==> config.mk <==
export PLATFORM = sky130hd
export DESIGN_NAME = vga_timing_gen
export DESIGN_NICKNAME = d
export VERILOG_FILES = /design/src/rtl/vga_timing_gen.sv
export SDC_FILE = /design/constraint.sdc
export NUM_CORES = 1
export LEC_CHECK = 0
export BUFFER_PORTS_ARGS = -buffer_cell sky130_fd_sc_hd__buf_2
export CORE_UTILIZATION = 35
export DETAILED_ROUTE_END_ITERATION = 8
export PLACE_DENSITY = 0.57
export SYNTH_ARGS = -nofsm -noshare
export SYNTH_HDL_FRONTEND = slang
export SYNTH_SLANG_ARGS = --single-unit
==> constraint.sdc <==
create_clock -name vga_clk -period 1.73 [get_ports vga_clk]
set_input_delay 0.346 -clock vga_clk [delete_from_list [all_inputs] [get_ports vga_clk]]
set_output_delay 0.346 -clock vga_clk [all_outputs]
set_load 0.02 [all_outputs]
==> src/rtl/vga_timing_gen.sv <==
// VGA raster timing generator: pixel divider, h/v counters, sync/blank with a short
// alignment pipe, and a per-frame start pulse with frame counter.
module vga_timing_gen #(
  parameter int unsigned H_ACTIVE = 640,
  parameter int unsigned H_FP     = 16,
  parameter int unsigned H_SYNC   = 96,
  parameter int unsigned H_BP     = 48,
  parameter int unsigned V_ACTIVE = 480,
  parameter int unsigned V_FP     = 10,
  parameter int unsigned V_SYNC   = 2,
  parameter int unsigned V_BP     = 33,
  parameter int unsigned PIX_DIV  = 2,
  parameter bit          SYNC_POL = 1'b0,
  parameter int unsigned PIPE_DLY = 1
) (
  input  logic       vga_clk,
  input  logic       rst,
  output logic       pix_tick,
  output logic [9:1] x_pos,
  output logic [9:1] y_pos,
  output logic       active,
  output logic       video_on,
  output logic       hsync,
  output logic       vsync,
  output logic       frame_start,
  output logic [7:0] frame_cnt
);

  localparam int unsigned H_TOTAL = H_ACTIVE + H_FP + H_SYNC + H_BP;
  localparam int unsigned V_TOTAL = V_ACTIVE + V_FP + V_SYNC + V_BP;

  localparam logic [1:0] DivMax  = 2'(PIX_DIV - 1);
  localparam logic [9:0] HMax    = 10'(H_TOTAL - 1);
  localparam logic [9:0] VMax    = 10'(V_TOTAL - 1);
  localparam logic [9:0] HAct    = 10'(H_ACTIVE);
  localparam logic [9:0] VAct    = 10'(V_ACTIVE);
  localparam logic [9:0] HsStart = 10'(H_ACTIVE + H_FP);
  localparam logic [9:0] HsEnd   = 10'(H_ACTIVE + H_FP + H_SYNC);
  localparam logic [9:0] VsStart = 10'(V_ACTIVE + V_FP);
  localparam logic [9:0] VsEnd   = 10'(V_ACTIVE + V_FP + V_SYNC);

  // Pipe word layout: {hsync, vsync, video_on}
  localparam logic [2:0] PipeIdle = {~SYNC_POL, ~SYNC_POL, 1'b0};

  logic [1:0] div_cnt_q, div_cnt_d;
  logic       pix_tick_q, pix_tick_d;
  logic [9:0] h_cnt_q, h_cnt_d;
  logic [9:0] v_cnt_q, v_cnt_d;
  logic       frame_start_q, frame_start_d;
  logic [7:0] frame_cnt_q, frame_cnt_d;

  always_comb begin
    div_cnt_d     = (div_cnt_q == DivMax) ? 2'd0 : div_cnt_q + 2'd1;
    pix_tick_d    = (div_cnt_q == DivMax);
    h_cnt_d       = h_cnt_q;
    v_cnt_d       = v_cnt_q;
    frame_start_d = 1'b0;
    frame_cnt_d   = frame_cnt_q;
    if (pix_tick_q) begin
      if (h_cnt_q == HMax) begin
        h_cnt_d = 10'd0;
        if (v_cnt_q == VMax) begin
          v_cnt_d       = 10'd0;
          frame_start_d = 1'b1;
          frame_cnt_d   = frame_cnt_q + 8'd1;
        end else begin
          v_cnt_d = v_cnt_q + 10'd1;
        end
      end else begin
        h_cnt_d = h_cnt_q + 10'd1;
      end
    end
  end

  always_ff @(posedge vga_clk) begin
    if (rst) begin
      div_cnt_q     <= 2'd0;
      pix_tick_q    <= 1'b0;
      h_cnt_q       <= 10'd0;
      v_cnt_q       <= 10'd0;
      frame_start_q <= 1'b0;
      frame_cnt_q   <= 8'd0;
    end else begin
      div_cnt_q     <= div_cnt_d;
      pix_tick_q    <= pix_tick_d;
      h_cnt_q       <= h_cnt_d;
      v_cnt_q       <= v_cnt_d;
      frame_start_q <= frame_start_d;
      frame_cnt_q   <= frame_cnt_d;
    end
  end

  logic active_raw, hsync_raw, vsync_raw;

  always_comb begin
    active_raw = (h_cnt_q < HAct) && (v_cnt_q < VAct);
    hsync_raw  = ((h_cnt_q >= HsStart) && (h_cnt_q < HsEnd)) ? SYNC_POL : ~SYNC_POL;
    vsync_raw  = ((v_cnt_q >= VsStart) && (v_cnt_q < VsEnd)) ? SYNC_POL : ~SYNC_POL;
  end

  logic [2:0] pipe_in, pipe_out;
  assign pipe_in = {hsync_raw, vsync_raw, active_raw};

  // Delay matches the controller's one-cycle character ROM, so it runs on every vga_clk.
  if (PIPE_DLY == 0) begin : g_no_pipe
    assign pipe_out = pipe_in;
  end else begin : g_pipe
    logic [2:0] stage_q [PIPE_DLY];
    always_ff @(posedge vga_clk) begin
      if (rst) begin
        for (int i = 0; i < int'(PIPE_DLY); i++) stage_q[i] <= PipeIdle;
      end else begin
        stage_q[0] <= pipe_in;
        for (int i = 1; i < int'(PIPE_DLY); i++) stage_q[i] <= stage_q[i-1];
      end
    end
    assign pipe_out = stage_q[PIPE_DLY-1];
  end

  assign pix_tick    = pix_tick_q;
  assign active      = active_raw;
  assign x_pos       = active_raw ? h_cnt_q[9:1] : 9'd0;
  assign y_pos       = active_raw ? v_cnt_q[8:0] : 9'd0;
  assign hsync       = pipe_out[2];
  assign vsync       = pipe_out[1];
  assign video_on    = pipe_out[0];
  assign frame_start = frame_start_q;
  assign frame_cnt   = frame_cnt_q;

endmodule

After elaboration in Yosys (flattened, before gate mapping) --
Memory sizes are Yosys's and may differ from the RTL's. Cells that the tools add are included.
Cells by class: $add $sub $neg 4, $mul 0, div/mod/pow operators 0, magnitude comparators 6, equal/unequal tests 3, shift operators 0, multiplexer cells 12, bitwise operators 2, reductions and logical operators 8
Operators by type and width (count):
- $add 10x1->10 const B | 2
- $eq 10x10->1 const B | 2
- $lt 10x10->1 const B | 2
- $lt 10x9->1 const B | 2
- $mux 10 | 2
- $mux 9 | 2
- $ge 10x10->1 const B | 1
- $ge 10x9->1 const B | 1
- $add 8x1->8 const B | 1
- $mux 1 | 7
- $reduce_or 3->1 | 2
- $logic_and 1x1->1 | 3
- $mux 3 | 1
- $reduce_and 3->1 | 1
- $add 2x1->2 const B | 1
- $eq 2x1->1 const B | 1
- $not 1->1 | 2
- $reduce_and 2->1 | 1
- $reduce_or 2->1 | 1
Word-level totals: register bits 32, latch bits 0, bits in writable memories 3, ROM bits 0, output and inout port bits 32, logic and storage cells 42, memories 1
Memory list:
- g_pipe.stage_q | depth 1, bits a word 3, rd ports 1, clocked after Yosys merged registers in 0, write ports 1, RTL line 108 | logic [2:0] stage_q [PIPE_DLY];

Depth between registers and ports, before layout --
Gate-level depths: netlist of run 1.
depth after elaboration 4, mapped depth 9, mapped depth without buffers 6

Worst setup path after synthesis of run 1 --
No wires, ideal clock.
path type reg2out, start register v_cnt_q[7], end output x_pos[8] (netlist bit), data arrival time 1.631 ns, data required time 1.384 ns, setup slack -0.247 ns, cell stages (with the launch flop) 5, path buffers 1, path through dfxtp_1 -> and4_1 -> a2111oi_0 -> clkbuf_1 -> and2_1
On the way: cells in the longest elaborated chain, start to end 3
Ends and longest elaborated chain:
- start, declared | RTL line 48 | logic [9:0] v_cnt_q, v_cnt_d;
- start signal, assigned | RTL line 87 | v_cnt_q <= v_cnt_d;
- $lt 10x9->1 | RTL line 96 | active_raw = (h_cnt_q < HAct) && (v_cnt_q < VAct);
- $logic_and 1x1->1 | RTL line 96
- named net active | RTL line 21 | output logic active,
- $mux 9 | RTL line 122 | assign x_pos = active_raw ? h_cnt_q[9:1] : 9'd0;
- end, declared | RTL line 19 | output logic [9:1] x_pos,
The timed path passes the listed nets, and every way through them passes these cells.

Final worst setup path of run 1 --
start register v_cnt_q[9], end output y_pos[6] (netlist bit)
On the way: cells in the longest elaborated chain, start to end 3
Ends and longest elaborated chain:
- $lt 10x9->1 | RTL line 96
- $logic_and 1x1->1 | RTL line 96
- $mux 9 | RTL line 123 | assign y_pos = active_raw ? v_cnt_q[8:0] : 9'd0;
- end, declared | RTL line 20 | output logic [9:1] y_pos,
No other way between the ends.

==> results of run 1 <==
-- cells in the final DEF, fill, tap and decap left out, types with 7 or more instances in the layout --
| master | Yosys | final |
|---|---|---|
| a21oi_1 | 16 | 9 |
| a21oi_2 | 0 | 7 |
| and2_1 | 20 | 7 |
| and2_4 | 0 | 13 |
| buf_2 | 3 | 14 |
| buf_4 | 0 | 39 |
| buf_6 | 0 | 23 |
| dfxtp_1 | 35 | 27 |
| dfxtp_2 | 0 | 7 |
| nand2_1 | 7 | 7 |
| nand3_1 | 11 | 11 |
| nand4_1 | 9 | 9 |
| nor2_1 | 16 | 16 |
| nor3_1 | 7 | 7 |
| o21ai_0 | 7 | 7 |
-- per-stage QoR --
step / utilization, % / std cells
detailed placement: 46.3 / 324
finish: 57.4 / 346
global route: 57.4 / 346
CTS: 52.6 / 337
floorplan: - / 206
global placement: 46.3 / 324
-- final cells by class --
cell class | count | share of cell area, %
multi-input cells | 153 | 42.2
flip-flops and latches | 35 | 26.1
repair buffers | 77 | 23.5
well taps | 67 | 3.07
clock buffers | 6 | 3.02
clock inverters | 2 | 1.28
inverters | 6 | 0.825
-- cells in the mapped netlist, types with 2 or more instances --
master / count / area share (%)
a21oi_1: 16 / 4.6
and2_1: 20 / 7.2
and3_1: 4 / 1.4
and4_1: 3 / 1.5
buf_2: 3 / 0.87
clkbuf_1: 9 / 1.9
dfxtp_1: 35 / 40
ha_1: 6 / 4.3
inv_1: 6 / 1.3
nand2_1: 7 / 1.5
nand3_1: 11 / 3.2
nand4_1: 9 / 3.2
nor2_1: 16 / 3.5
nor2b_1: 2 / 0.72
nor3_1: 7 / 2.0
o21ai_0: 7 / 2.0
o31ai_1: 8 / 3.5
or3_1: 8 / 2.9
or4_1: 8 / 3.5
xnor2_1: 5 / 2.5
xor2_1: 6 / 3.0
-- registers in the layout, summed over array words and instances, names as in the netlist --
name	flops
g_pipe.stage_q	3
frame_cnt	8
v_cnt_q	10
frame_start	1
div_cnt_q	2
pix_tick	1
h_cnt_q	10
-- power breakdown --
| group | switching, mW | internal [mW] | leakage, nW |
|---|---|---|---|
| Sequential | 0.00548 | 0.819 | 0.287 |
| Combinational | 0.0418 | 0.0273 | 0.745 |
| Clock | 0.306 | 0.466 | 0.0612 |
| Total | 0.354 | 1.31 | 1.09 |
-- path summary, 6_finish.rpt --
path / to / slack, ns / cells after the start
setup / recovery: y_pos[6] / -0.22 / 5
hold / removal: div_cnt_q[0] / 0.43 / 1
setup reg to reg: frame_cnt[7] / -0.04 / 4
hold reg to reg: div_cnt_q[0] / 0.43 / 1
-- routing by layer --
layer | up-vias | track usage, % | share of wire (%)
li1 | 879 | - | -
met1 | 853 | 23.6 | 46
met2 | 36 | 29.8 | 49
met3 | 6 | 4.17 | 3.5
met4 | 0 | 6.54 | 1.4
met5 | - | 0 | 0
-- cell families (layout without fill, tap and decap cells) --
logic type	count (synthesis)	in the layout	share of synthesized area [%]
adder cells (fa/ha/maj)	6	6	4.33
AO/OA/AOI/OAI	34	34	11.5
multiplexers	1	1	0.577
AND/OR/NAND/NOR	100	101	33.3
XOR/XNOR	11	11	5.56
buffers and inverters	19	91	4.33
flip-flops	35	35	40.4
-- repair_timing --
item                                   in CTS  in global routing
endpoints found under the hold margin       0                  0
buffers inserted                            4                  8
gates cloned                                1                  1
pin swaps                                  13                  8
setup endpoints to repair                  26                 32
resized for setup                          54                 40
==> flow_summary_export.csv, run 1 <==
group,metric,value,unit
run_status,status,"complete, but fails checks",
run_status,violations,"negative setup slack",
timing,tns,-4.07,ns
grt,grt_antenna_before_repair,0,
finish,final_nets,286,
timing,finalHoldViolations,0,
critical_path,cp_data_required_time,1.38,ns
route,vias,1774,
yosys,synth.cell_area,0.00173,sq mm
grt,grt_pass1_wl,7.39,mm
route,first_iter_violations,68,
flow_run,cap_violations,0,
route,drc,0,
min_path,worstHoldStart,"div_cnt_q[0]",
yosys,synth_fp_nets,214,
power,p_per_area,610,mW/mm^2
yosys,yosysWarnings,0,
route,route.detailed.vias_per_inst,5.13,
finish,stdcell_area,0.00273,sq mm
die,rows,25,
critical_path,max_stage_delay,0.40,ns
timing,worst_hold_slack,0.434,ns
timing,worst_pin_slew,0.454,ns
timing,worst_slack,-0.222,ns
power,total_power,1.67,mW
finish,fill_cells,437,
grt,grt_max_degree,27,
route,firstDrtPassIters,4,
die,coreArea,0.00475,sq mm
route,avgRoutedWirePerCell,13.2,microns
cts,htreeDepth,2,
cts,cts_buffers,5,
finish,antenna-diode-count,0,
yosys,synth_seq_area_share,40.4,%
yosys,synth_edf_count,0,
critical_path,cp_max_fo,6,
cts,cts_hold_buf,0,
placement,preCtsSetupSlack,-0.148,ns
critical_path,crit_type,"reg -> out",
cts,cts-root-buf,"clkbuf_8",
route,wirelength,4.57,mm
yosys,synthArstFlopShare,0,%
yosys,syn_inst,206,
placement,dp_hpwl,2.92,mm
timing,rsz0062_at_grt,"true",
cts,clk_latency,0.29,ns
power,peakVddDrop,0.000298,V
finish,multiInputGateArea,0.00115,sq mm
timing,slew_viol_final,0,
critical_path,path_cells,"buf_6 > a2111oi_4 > buf_4 > and2_4 > buf_6",
placement,io_buffer_count,33,
die,start_util,36.5,%
cts,clk_pin_slew_worst_paths,0.08,ns
yosys,ys_ff_latch,35,
critical_path,critPathBufInv,3,
finish,syn_to_final_growth,57.5,%
yosys,synth_cell_types,31,
finish,layout-drive-gt1-share,48.4,%
die,fp.dieArea,0.00524,sq mm
critical_path,crit_slowest_cell,"a2111oi_4",
placement,place.gp.congestion,0.767,
critical_path,timing.rr.start,"v_cnt_q[5]",
grt,track_usage,18.3,%
min_path,worst_hold_path_type,"reg -> reg",
yosys,syn_area_per_cell,8.42,sq um
critical_path,setup.worst_path.end_class,"output pin",
yosys,synth_flop_cell,"dfxtp_1",
timing,skew,0.00718,ns
cts,cts_num_sinks,35,
critical_path,start_kind,"flip-flop",
timing,max_slew_margin,69.7,%
placement,placed_area,0.00220,sq mm
grt,gr-total-overflow,0,
critical_path,critPathTopFamily,"buffers and inverters",
timing,fin_crit_sh,113,%
die,die_x,72.4,microns
route,postRouteAntennaNets,0,
critical_path,crit_top_cell,"buf_6",
critical_path,critPathArrivalTime,1.61,ns
timing,setup_viol,24,
cts,cts_buffer_depth,2,
die,die_h,72.4,microns
cts,cts_tree,"done",
grt,grt_pass1_vias,1593,
power,p_leak,1.09,nW
die,pin_count,34,
finish,regArea,713,sq um
timing,final.min_clock_period,1.95,ns
critical_path,cp-startpoint,"v_cnt_q[9]",
timing,max_clock_freq,512,MHz
(Power assumes the default switching activity.)
==> inputs of run 2 (changes only) <==
CORE_UTILIZATION = 45   (was 35)
PLACE_DENSITY = 0.7   (was 0.57)
SKIP_LAST_GASP = 1   (was not set)
==> run 2 against run 1 <==
  * The run still ends with negative setup slack left
  * Setup slack lost 0.031 ns
  * First-iteration DRC count increased by 31%
  * Register-to-register slack about the same
  * Sequential power barely moved
  * Combinational power decreased by 1%
  * Largest cell class unchanged
  * Clock power is essentially flat
  * Largest power group unchanged
  * Final cell count decreased by 6.1%
  * Highest routed layer unchanged
==> flow_summary_export.csv, run 2 (synthesis gave the netlist of run 1 again) <==
group,metric,value,unit
cts,cts_buffer_depth,2,
power,internal_power,1.31,mW
power,peakVddDrop,0.000526,V
finish,utilization,71.1,%
timing,setup_viol,25,
placement,place.gp.congestion,0.819,
die,coreArea,0.00369,sq mm
timing,rsz0062_at_grt,"true",
critical_path,max_stage_delay,0.43,ns
timing,skew,0.00571,ns
grt,gr-total-overflow,0,
grt,grt_pass1_wl,7.64,mm
route,route.detailed.vias_per_inst,5.41,
power,power_frac_comb,4.1,%
power,total_power,1.66,mW
critical_path,critPathBufInv,3,
run_status,violations,"negative setup slack",
timing,worst_pin_slew,0.408,ns
route,first_iter_violations,89,
timing,final.min_clock_period,1.98,ns
critical_path,critPathArrivalTime,1.64,ns
die,pin_count,34,
grt,grt_antenna_before_repair,0,
flow_run,cap_violations,0,
finish,antenna-diode-count,0,
timing,max_clock_freq,504,MHz
cts,cts_buffers,5,
die,start_util,47.0,%
critical_path,crit_top_cell,"buf_6",
power,p_switching,351,uW
critical_path,cp_max_fo,6,
power,p_seq_share,49.5,%
power,p_sw_share,21.1,%
timing,worst_hold_slack,0.433,ns
cts,cts-root-buf,"clkbuf_8",
min_path,min_delay_path_depth,1,
grt,track_usage,24.1,%
die,fp.dieArea,0.00411,sq mm
critical_path,cp_data_required_time,1.38,ns
placement,preCtsSetupSlack,-0.158,ns
critical_path,crit_type,"reg -> out",
timing,max_slew_margin,72.8,%
timing,slew_viol_final,0,
timing,tns,-4.64,ns
power,p_leak,1.08,nW
grt,grt_max_degree,27,
finish,mostFrequentLayoutCell,"buf_4",
min_path,worst_hold_path_type,"reg -> reg",
cts,cts_hold_buf,0,
timing,finalHoldViolations,0,
critical_path,setup.worst_path.end_class,"output pin",
power,p_clk_share,46.3,%
finish,layout-drive-gt1-share,45.1,%
critical_path,crit_slowest_cell,"a2111oi_4",
cts,htreeDepth,2,
route,firstDrtPassIters,4,
route,wirelength,4.61,mm
critical_path,cp.depth,5,
route,vias,1759,
route,avgRoutedWirePerCell,14.2,microns
finish,final_cell_mix,"buf_4, dfxtp_1, buf_6",
route,postRouteAntennaNets,0,
critical_path,start_kind,"flip-flop",
run_status,status,"complete, but fails checks",
placement,dp_hpwl,2.69,mm
finish,syn_to_final_growth,51.3,%
die,die_x,64.1,microns
critical_path,critPathTopFamily,"buffers and inverters",
die,die_h,64.1,microns
critical_path,rr_worst_depth,4,
cts,clk_latency,0.29,ns
critical_path,path_cells,"buf_6 > a2111oi_4 > buf_4 > and2_2 > buf_6",
power,p_per_area,634,mW/mm^2
route,drc,0,
cts,cts_num_sinks,35,
timing,worst_slack,-0.253,ns
finish,final_nets,284,
cts,cts_tree,"done",
cts,clk_pin_slew_worst_paths,0.07,ns
grt,grt_pass1_vias,1609,
timing,fin_crit_sh,115,%
die,rows,22,
placement,io_buffer_count,33,
-- run 2: changes by cell type in the layout (fill, tap and decap cells not counted), moves of 2 or more --
cell,previous run,this run
a21oi_1,9,13
a21oi_2,7,3
and2_1,7,1
and2_2,0,2
and2_4,13,17
buf_4,39,36
inv_1,4,6
inv_2,2,0
o31ai_1,2,6
o31ai_2,5,2
or4_1,2,5
or4_4,6,3
-- run 2: worst reg2reg max path, stage by stage (launching register included) --
cell	delay [ns]
dfxtp_2	0.34
or3_4	0.40
or3_4	0.42
or4_4	0.43
a21oi_2	0.13
-- run 2: path summary, 6_finish.rpt --
| check | startpoint | endpoint | slack [ns] |
|---|---|---|---|
| min | div_cnt_q[0] | div_cnt_q[0] | 0.43 |
| max reg2reg | v_cnt_q[7] | frame_cnt[3] | -0.04 |
| min reg2reg | div_cnt_q[0] | div_cnt_q[0] | 0.43 |
| max | v_cnt_q[9] | y_pos[5] | -0.25 |
-- run 2: cell type report --
| type | instances | area (sq um) |
|---|---|---|
| fill | 293 | 1060 |
| timing repair buffer | 75 | 624 |
| multi-input combinational | 153 | 1090 |
| clock inverter | 2 | 35.0 |
| sequential | 35 | 713 |
| clock buffer | 6 | 82.6 |
| inverter | 6 | 22.5 |
| tap | 48 | 60.1 |
-- run 2: per-layer routing --
metal / GRT usage, % / up-vias / wire length, microns
li1: - / 878 / -
met1: 30.3 / 820 / 1950
met2: 40.3 / 53 / 2390
met3: 5.36 / 8 / 196
met4: 8.81 / 0 / 70
met5: 0 / - / 0
-- run 2: what timing repair did --
item | in CTS | in global routing
gates resized for setup | 61 | 22
endpoints found under the hold margin | 0 | 0
buffers inserted | 6 | 4
setup endpoints to repair | 27 | 31
gates cloned | 3 | 0
pin swaps | 14 | 6
-- run 2: power groups by stage --
stage / sequential, mW / combinational, mW / clock [mW]
finish: 0.824 / 0.0684 / 0.771
global route: 0.826 / 0.0783 / 0.824
CTS: 0.824 / 0.0679 / 0.784
detailed placement: 0.843 / 0.0671 / 0
global placement: 0.843 / 0.0657 / 0
floorplan: 0.850 / 0.0428 / 0
-- run 2: metrics by stage --
step / cells / area [sq um]
detailed placement: 304 / 2170
global route: 325 / 2620
finish: 325 / 2620
global placement: 304 / 2170
CTS: 321 / 2520
floorplan: 206 / 1790
==> inputs of run 3 (changes only) <==
CELL_PAD_IN_SITES_DETAIL_PLACEMENT = 0   (was not set)
CELL_PAD_IN_SITES_GLOBAL_PLACEMENT = 2   (was not set)
CORE_UTILIZATION = 29   (was 45)
PLACE_DENSITY = 0.75   (was 0.7)
SKIP_CTS_REPAIR_TIMING = 1   (was not set)
==> run 3 against run 2 <==
  * The run still ends with negative setup slack left
  * Global-route usage is 9.0 points lower
  * Final cell count grew 5.5%
  * Non-clock buffer count is 5 lower
  * Routed wire length down 1.2%
  * Sequential cell count did not move
  * Core utilization fell by 26 points
  * Largest power group unchanged
  * Maximum frequency is essentially flat
  * Setup slack gained 0.00099 ns
  * Die area rose by 53%
  * Largest cell class unchanged
  * Via count shrank 1.9%
  * Critical endpoint is now y_pos[4]
  * Highest routed layer unchanged
  * Clock power fell by 18%
==> flow_summary_export.csv, run 3 (synthesis gave the netlist of run 1 again) <==
group,metric,value,unit
finish,final_nets,278,
grt,grt_pass1_vias,1542,
timing,fin_crit_sh,115,%
critical_path,cp_max_fo,5,
timing,slew_viol_final,0,
route,firstDrtPassIters,4,
timing,max_clock_freq,505,MHz
power,p_sw_share,23.4,%
critical_path,crit_slowest_cell,"a2111oi_4",
timing,rsz0062_at_grt,"true",
grt,gr-usage-met1,19.5,%
flow_run,cap_violations,0,
critical_path,crit_type,"reg -> out",
die,start_util,30.7,%
timing,finalHoldViolations,0,
timing,skew,0.00577,ns
grt,grt_antenna_before_repair,0,
placement,dp_cells,331,
critical_path,critPathTopFamily,"compound AO/OA/AOI/OAI gates",
timing,final.min_clock_period,1.98,ns
cts,cts_num_sinks,35,
power,p_leak,1.03,nW
route,postRouteAntennaNets,0,
grt,track_usage,15.1,%
critical_path,critPathBufInv,2,
route,first_iter_violations,56,
grt,grt_max_degree,27,
finish,syn_to_final_growth,46.8,%
power,total_power,1.53,mW
cts,clk_pin_slew_worst_paths,0.07,ns
finish,final_cell_mix,"buf_4, dfxtp_1, buf_6",
route,route.detailed.vias_per_inst,5.03,
grt,gr-total-overflow,0,
cts,htreeDepth,2,
critical_path,critPathArrivalTime,1.64,ns
power,p_clk_share,41.4,%
timing,tns,-5.04,ns
finish,layout-drive-gt1-share,41.7,%
critical_path,max_stage_delay,0.38,ns
power,internal_power,1.17,mW
critical_path,path_cells,"and2_4 > a2111oi_4 > buf_2 > and2_2 > buf_6",
cts,cts_tree,"done",
grt,grt_pass1_wl,7.29,mm
finish,utilization,45.1,%
cts,cts_buffers,5,
power,power_frac_comb,4.7,%
route,drc,0,
timing,max_slew_margin,74.1,%
die,fp.dieArea,0.00629,sq mm
timing,worst_hold_slack,0.360,ns
placement,place.gp.congestion,0.706,
finish,mostFrequentLayoutCell,"buf_4",
cts,cts-root-buf,"clkbuf_8",
placement,dp_hpwl,3.12,mm
power,p_per_area,600,mW/mm^2
die,die_h,79.3,microns
die,rows,27,
critical_path,cp_data_required_time,1.38,ns
run_status,status,"complete, but fails checks",
grt,grtUsageMet3,4.83,%
timing,worst_pin_slew,0.388,ns
power,p_switching,358,uW
cts,cts_buffer_depth,2,
critical_path,start_kind,"flip-flop",
run_status,violations,"negative setup slack",
die,pin_count,34,
finish,antenna-diode-count,0,
die,die_x,79.3,microns
power,p_seq_share,54.0,%
finish,finalNonFillerCells,343,
min_path,worst_hold_path_type,"in -> reg",
power,peakVddDrop,0.000258,V
route,wirelength,4.55,mm
timing,setup_viol,25,
cts,clk_latency,0.29,ns
grt,top_usage_layer,"met2",
die,coreArea,0.00564,sq mm
route,vias,1726,
placement,io_buffer_count,33,
grt,gr-usage-met2,24.1,%
route,avgRoutedWirePerCell,13.3,microns
critical_path,setup.worst_path.end_class,"output pin",
timing,worst_slack,-0.252,ns
run 3: changes by cell type in the layout (fill, tap and decap cells not counted), moves of 2 or more:
| cell | previous run | this run |
|---|---|---|
| and2_2 | 2 | 8 |
| and2_4 | 17 | 9 |
| buf_2 | 15 | 17 |
| buf_4 | 36 | 30 |
| and2_1 | 1 | 3 |
run 3: path summary, 6_finish.rpt:
check          startpoint           end  slack, ns  cells past startpoint
max            h_cnt_q[8]      y_pos[4]      -0.25                      5
min                   rst  frame_cnt[4]       0.36                      2
max reg2reg    v_cnt_q[7]  frame_cnt[2]      -0.10                      5
min reg2reg  div_cnt_q[0]  div_cnt_q[0]       0.43                      1
run 3: layout make-up:
cell class,instances,area (sq um)
fill,566,3100
multi-input combinational,152,1050
sequential,35,713
timing repair buffer,70,578
tap,72,90.1
clock buffer,7,86.3
inverter,6,22.5
clock inverter,1,5.00
run 3: stage by stage:
step / setup slack, ns / cell area (sq um)
6_report: -0.252 / 2540
5_1_grt: -0.350 / 2540
4_1_cts: -0.380 / 2310
3_5_place_dp: -0.103 / 2220
3_3_place_gp: -0.0688 / 2220
2_1_floorplan: -0.00587 / 1790
run 3: power groups by stage:
stage	registers, mW	clock network [mW]	logic (mW)
2_1_floorplan	0.850	0	0.0428
3_3_place_gp	0.843	0	0.0707
3_5_place_dp	0.843	0	0.0707
4_1_cts	0.824	0.650	0.0711
5_1_grt	0.825	0.690	0.0826
6_report	0.824	0.631	0.0713
run 3: per-layer routing:
metal | wire length (microns) | up-vias
met2 | 2200 | 31
met1 | 2120 | 827
met3 | 186 | 6
met5 | 0 | -
met4 | 40 | 0
li1 | - | 862
